File: config.mk
export PLATFORM = sky130hd
export DESIGN_NAME = pipeline_move_ctrl
export DESIGN_NICKNAME = d
export VERILOG_FILES = /design/src/rtl/pipeline_move_ctrl.sv
export SDC_FILE = /design/constraint.sdc
export NUM_CORES = 1
export LEC_CHECK = 0
export CORE_MARGIN = 1
export CORE_UTILIZATION = 55
export CTS_CLUSTER_SIZE = 24
export DETAILED_ROUTE_END_ITERATION = 10
export PLACE_DENSITY_LB_ADDON = 0.05
export REMOVE_ABC_BUFFERS = 1
export SLEW_MARGIN = 20
export SYNTH_ARGS = -nofsm -noshare
export SYNTH_HDL_FRONTEND = slang
export SYNTH_SLANG_ARGS = --single-unit
File: constraint.sdc
create_clock -name clk -period 2.6 [get_ports clk]
set_clock_uncertainty 0.1 [all_clocks]
set_input_delay 0.78 -clock clk [delete_from_list [all_inputs] [get_ports clk]]
set_output_delay 0.78 -clock clk [all_outputs]
set_load 0.1 [all_outputs]
File: src/rtl/pipeline_move_ctrl.sv
// Global advance controller for the 5-stage rv32i pipeline: issues imem/dmem requests,
// waits for their responses and produces the move/flush strobes. Optional perf counters: PIPE_PERF_CNT_EN.
module pipeline_move_ctrl #(
  parameter int unsigned TIMEOUT = 1024,
  parameter int unsigned CNT_W   = 16
) (
  input  logic        clk,
  input  logic        rst,
  input  logic        imem_req_valid,
  input  logic        dmem_req_valid,
  input  logic        imem_resp,
  input  logic        dmem_resp,
  input  logic        flush_req,
  output logic        imem_issue,
  output logic        dmem_issue,
  output logic        move,
  output logic        flush,
  output logic        busy,
  output logic        timeout_err,
`ifdef PIPE_PERF_CNT_EN
  output logic [31:0] perf_moves,
  output logic [31:0] perf_stall_cycles,
  output logic [31:0] perf_flushes,
`endif
  output logic        spurious_err
);

  typedef enum logic {ST_ISSUE = 1'b0, ST_WAIT = 1'b1} state_e;

  localparam logic [CNT_W-1:0] TMO = CNT_W'(TIMEOUT);

  state_e           state_q, state_d;
  logic             got_i_q, got_i_d;
  logic             got_d_q, got_d_d;
  logic             flush_pend_q, flush_pend_d;
  logic [CNT_W-1:0] cnt_q, cnt_d;
  logic             timeout_err_q, timeout_err_d;
  logic             spurious_err_q, spurious_err_d;
  logic             issue_i_s, issue_d_s, move_s, flush_s, spur_s, done_s;

  // Next-state and strobe decode
  always_comb begin
    state_d      = state_q;
    got_i_d      = got_i_q;
    got_d_d      = got_d_q;
    flush_pend_d = flush_pend_q;
    cnt_d        = cnt_q;
    issue_i_s    = 1'b0;
    issue_d_s    = 1'b0;
    move_s       = 1'b0;
    flush_s      = 1'b0;
    spur_s       = 1'b0;
    done_s       = 1'b0;
    case (state_q)
      ST_ISSUE: begin
        issue_i_s    = imem_req_valid;
        issue_d_s    = dmem_req_valid;
        got_i_d      = ~imem_req_valid;
        got_d_d      = ~dmem_req_valid;
        flush_pend_d = flush_req;
        cnt_d        = '0;
        spur_s       = imem_resp | dmem_resp;
        if (!imem_req_valid && !dmem_req_valid) begin
          move_s  = 1'b1;
          flush_s = flush_req;
          state_d = ST_ISSUE;
        end else begin
          state_d = ST_WAIT;
        end
      end
      ST_WAIT: begin
        // A response for a slot that is already satisfied is reported and dropped.
        spur_s       = (imem_resp & got_i_q) | (dmem_resp & got_d_q);
        done_s       = (got_i_q | imem_resp) & (got_d_q | dmem_resp);
        cnt_d        = (cnt_q == TMO) ? cnt_q : cnt_q + {{(CNT_W-1){1'b0}}, 1'b1};
        if (done_s) begin
          move_s       = 1'b1;
          flush_s      = flush_pend_q | flush_req;
          got_i_d      = 1'b0;
          got_d_d      = 1'b0;
          flush_pend_d = 1'b0;
          state_d      = ST_ISSUE;
        end else begin
          got_i_d      = got_i_q | imem_resp;
          got_d_d      = got_d_q | dmem_resp;
          flush_pend_d = flush_pend_q | flush_req;
          state_d      = ST_WAIT;
        end
      end
      default: begin
        state_d = ST_ISSUE;
      end
    endcase
    timeout_err_d  = timeout_err_q | ((state_q == ST_WAIT) && (cnt_d == TMO));
    spurious_err_d = spurious_err_q | spur_s;
  end

  // Control state and sticky error registers
  always_ff @(posedge clk or posedge rst) begin
    if (rst) begin
      state_q        <= ST_ISSUE;
      got_i_q        <= 1'b0;
      got_d_q        <= 1'b0;
      flush_pend_q   <= 1'b0;
      cnt_q          <= '0;
      timeout_err_q  <= 1'b0;
      spurious_err_q <= 1'b0;
    end else begin
      state_q        <= state_d;
      got_i_q        <= got_i_d;
      got_d_q        <= got_d_d;
      flush_pend_q   <= flush_pend_d;
      cnt_q          <= cnt_d;
      timeout_err_q  <= timeout_err_d;
      spurious_err_q <= spurious_err_d;
    end
  end

  // Strobes are gated by rst so every output drops as soon as reset asserts.
  assign imem_issue   = issue_i_s & ~rst;
  assign dmem_issue   = issue_d_s & ~rst;
  assign move         = move_s & ~rst;
  assign flush        = flush_s & ~rst;
  assign busy         = (state_q == ST_WAIT) & ~rst;
  assign timeout_err  = timeout_err_q;
  assign spurious_err = spurious_err_q;

`ifdef PIPE_PERF_CNT_EN
  logic [31:0] perf_moves_q, perf_stall_q, perf_flushes_q;

  // Free-running wrap-around event counters
  always_ff @(posedge clk or posedge rst) begin
    if (rst) begin
      perf_moves_q   <= 32'd0;
      perf_stall_q   <= 32'd0;
      perf_flushes_q <= 32'd0;
    end else begin
      perf_moves_q   <= perf_moves_q + {31'd0, move_s};
      perf_stall_q   <= perf_stall_q + {31'd0, (state_q == ST_WAIT) & ~move_s};
      perf_flushes_q <= perf_flushes_q + {31'd0, flush_s};
    end
  end

  assign perf_moves        = perf_moves_q;
  assign perf_stall_cycles = perf_stall_q;
  assign perf_flushes      = perf_flushes_q;
`endif

endmodule

## Word level (Yosys, flattened, before mapping)

Index checks and enable logic that the tools add are counted.

- Add/sub/neg operators: 1
- Multipliers: 0
- Div/mod/pow operators: 0
- $lt $le $gt $ge: 0
- Eq/ne operators: 2
- Shift-type cells: 0
- Multiplexer cells: 20
- Bitwise operators: 19
- Reduce and logical (&&, ||, !) cells: 4

Operators with widths:

| cell | number |
|---|---|
| equality test 16 x 11 -> 1 bit, second input constant | 2 |
| one-hot mux 16 bit (2 select lines) | 1 |
| adder 16 x 1 -> 16 bit, second input constant | 1 |
| 2-to-1 mux 16 bit | 1 |
| one-hot mux 1 bit (2 select lines) | 7 |
| 2-to-1 mux 1 bit | 11 |
| AND 1 bit | 8 |
| bitwise OR 1 bit | 7 |
| NOT 1 bit | 4 |
| logical AND 1 bit | 2 |
| logical NOT 1 bit | 2 |

- Flip-flop bits (word level): 22
- Latch bits: 0
- Memory bits (writable): 0
- Bits in read-only memories: 0
- Bits of input ports: 7
- Output and inout bits: 7
- Word-level logic and storage cells: 53
- Memories kept: 0

## Longest topological paths before layout

- Word-level depth: 6
- Depth in mapped cells: 8
- Mapped depth without buffers: 8

## Worst setup path after synthesis

Ideal clock, no wire load.

- Path type: register to output
- Start point: reg state_q
- End point: out dmem_issue
- Arrival: 3.032 ns
- Data required time: 1.720 ns
- Path slack: -1.312 ns
- Cell stages (with the launch flop): 4
- Path buffers: 2
- Cell sequence: dfrtp_1 > bufbuf_16 > clkbuf_1 > nor3b_1

- Word-level cells in the longest chain between the ends: 2

RTL lines:

| item | RTL line | RTL |
|---|---|---|
| start, declared | 32 | `state_e state_q, state_d;` |
| start signal, assigned | 109 | `state_q <= state_d;` |
| 2-to-1 mux 1 bit | 54 | `case (state_q)` |
| AND 1 bit | 121 | `assign dmem_issue = issue_d_s & ~rst;` |
| end, declared | 15 | `output logic dmem_issue,` |

No other way between the ends.

## Worst setup path in the final report

- Start point: in imem_req_valid
- End point: out move

- Word-level cells in the longest chain between the ends: 5

RTL lines:

| item | RTL line | RTL |
|---|---|---|
| start, declared | 9 | `input logic imem_req_valid,` |
| logical NOT 1 bit | 63 | `if (!imem_req_valid && !dmem_req_valid) begin` |
| logical AND 1 bit | 63 |  |
| 2-to-1 mux 1 bit | 63 |  |
| one-hot mux 1 bit (2 select lines) | 54 |  |
| AND 1 bit | 122 | `assign move = move_s & ~rst;` |
| end, declared | 16 | `output logic move,` |

No other way between the ends.

==> impl_metrics.tcl <==
set metrics [dict create \
    syn_inst 129 \
    n_fill_cell 173 \
    grt_pass1_wl_um 4900 \
    startpoint_type "input pin" \
    setup-violations-final 0 \
    crit_path_end_kind "primary output" \
    synth.avg_cell_area_um2 10.2 \
    yosys_warnings 0 \
    rows 17 \
    viasPerCell 5.73 \
    dp_hpwl_um 2040 \
    area_growth_syn_to_layout_pct 26.9 \
    core_um2 2230 \
    finalCritPeriodShare 0.986 \
    ant_nets 0 \
    powerDensity_nw_per_um2 831 \
    cp_max_fo 2 \
    internal_power_uw 829 \
    max_stage_delay_ps 220 \
    register_area_um2 552 \
    nNetsFinal 164 \
    status "complete, no violations" \
    diodes 0 \
    wl_per_cell_um 15.5 \
    comb_power_share 0.457 \
    vias 1042 \
    worst_slack_ps 37.5 \
    synthDistinctLibCells 40 \
    syn_area_um2 1310 \
    worst_hold_slack_ps 382 \
    finalHoldViolations 0 \
    die_height_um 50.9 \
    grt_pass1_vias 1052 \
    ys_seq_elements 22 \
    cts_tree "built" \
    clockBufferDepth 2 \
    placed_cell_area_um2 1540 \
    dr.pass1.iters 4 \
    multi_input_area_um2 739 \
    slew_violations 0 \
    gp_congestion 0.791 \
    worstSetupPathType "in2out" \
    pre_cts_ws_ps -438 \
    cap_violations 0 \
    relSlewSlack 0.793 \
    p_sw_uw 554 \
    cts_buffers 3 \
    switching_share 0.401 \
    htreeDepth 1 \
    antenna_found_initial 0 \
    io_buffers 13 \
    drtIter0Drc 23 \
    slowest_stage "clkdlybuf4s15_1" \
    min_path_type "reg2reg" \
    crit_arrival_ps 1680 \
    max_freq_ghz 0.390 \
    drive_gt1_frac 0.312 \
    crit_path_cell_trace "clkdlybuf4s15_1 > nor3_4 > buf_4 > nor2_4 > nor2_4 > buf_12" \
    required_ps 1720 \
    grt_overflow 0 \
    ioPinCount 14 \
    track_usage 0.264 \
    layout_min_cycle_time_ps 2560 \
    ys_seq_area_frac 0.419 \
    leakagePower_nw 0.720 \
    p_total_mw 1.38 \
    clock-root-buffer "clkbuf_4" \
    die_x_um 50.9 \
    irDropWorstVdd_uv 923 \
    p_clk_frac 0.190 \
    drc 0 \
    initial_core_util 0.588 \
    worst_pin_slew_ps 307 \
    utilization 0.746 \
    final_area_um2 1670 \
    critPathMostFrequentCell "nor2_4" \
    clk_latency_ps 310 \
    grt_max_degree 24 \
    cts_num_sinks 22 \
    clk_pin_slew_ps 140 \
    power_frac_seq 0.354 \
    wirelength_um 2820 \
    dieArea_um2 2590 \
]
[placed cells by master (no fill, tap or decap), drive strengths merged, types with 2 or more instances in the layout]
cell           synthesis  layout
ha                     2       2
a21oi                  2       2
xnor2                 11      11
nor4b                  2       2
nand4                  4       4
clkbuf                 2       4
xor2                   3       3
nor2                   8       8
nor2b                  2       2
and2                  12      12
inv                    4       4
nand4b                 2       2
o21ai                  9       9
nor3b                  2       2
a21boi                 2       2
or3                    2       2
clkdlybuf4s15          0       2
and4                   5       5
buf                    3      22
nand3                  7       7
nor3                   3       3
nand2                  9       9
dlygate4sd2            0       2
dfrtp                 22      22
[area by class of cell]
type                       instances  area share
multi-input combinational         97       0.444
timing repair buffer              27       0.163
clock inverter                     1      0.0180
inverter                           4     0.00902
clock buffer                       3      0.0135
sequential                        22       0.331
tap                               28      0.0210
[cells by family after synthesis]
group,Yosys count,share of synthesized area
buffers and inverters,10,0.0648
and+or+nand+nor,63,0.312
xor gates and xnor gates,14,0.0934
DFF,22,0.419
muxes,1,0.00763
AOI/OAI and AO/OA,17,0.0839
adders and majority gates,2,0.0191
[Yosys cell counts, drive strengths merged]
master  count  area, um2
nor3        3       15.0
inv         4       15.0
xor2        3       26.3
nand3b      1       7.51
a21oi       2       10.0
or4         1       11.3
o21ai       9       45.0
xnor2      11       96.3
a21boi      2       15.0
a221oi      1       8.76
and4        5       45.0
and2       12       76.3
and3        1       6.26
bufbuf      1       32.5
nand4       4       31.3
clkbuf      2       7.51
nand3       7       35.0
or3         2       12.5
nor2        8       30.0
nor4        1       12.5
mux2i       1       10.0
o41ai       1       16.3
nand2       9       36.3
nor4b       2       38.8
or2         1       6.26
nor3b       2       15.0
ha          2       25.0
dfrtp      22        551
o32ai       1       8.76
nand4b      2       17.5
o22ai       1       6.26
buf         3       30.0
nor2b       2       12.5
[flip-flops by register name, indices dropped and copies added, names as in the netlist]
signal / flops
timeout_err: 1
got_d_q: 1
state_q: 1
spurious_err: 1
got_i_q: 1
flush_pend_q: 1
cnt_q: 16
[path summary, 6_finish.rpt]
check	startpoint	end	slack, ps	cells past startpoint
setup reg to reg	cnt_q[0]$_DFF_PP0_	timeout_err$_DFF_PP0_	270	8
setup / recovery	imem_req_valid	move	40	6
max in group asynchronous	rst	cnt_q[9]$_DFF_PP0_	1510	3
hold / removal	timeout_err$_DFF_PP0_	timeout_err$_DFF_PP0_	380	2
hold reg to reg	timeout_err$_DFF_PP0_	timeout_err$_DFF_PP0_	380	2
min in group asynchronous	rst	cnt_q[4]$_DFF_PP0_	650	3
[power by group through the flow]
stage | combinational, mW | clock (mW) | sequential [mW]
2_1_floorplan | 0.340 | 0 | 0.475
3_3_place_gp | 0.553 | 0 | 0.467
3_5_place_dp | 0.563 | 0 | 0.474
4_1_cts | 0.582 | 0.267 | 0.474
5_1_grt | 0.679 | 0.283 | 0.500
6_report | 0.631 | 0.263 | 0.489
[metal layers]
layer	GRT usage	wire length, um	vias to the layer above
met1	0.362	1340	510
met2	0.422	1350	21
li1	-	-	509
met3	0.0506	103	2
met4	0.0833	26	0
met5	0	0	-
[per-stage QoR]
stage | instances | TNS, ps
after floorplan | 123 | -4530
after global placement | 176 | -1090
after detailed placement | 176 | -1170
after CTS | 180 | -67.7
after global routing | 182 | -13.4
final | 182 | 0
[worst max-delay path, delay by kind of cell]
kind / cells / cell delay, ps
buf+inv: 3 / 560
simple gates: 3 / 340
[repair_timing]
item / in CTS / in global routing
resized for setup: 19 / 13
setup endpoints to repair: 5 / 2
hold buffers: 0 / 0
buffers inserted: 0 / 2
pin swaps: 6 / 7
(Power assumes the default switching activity.)
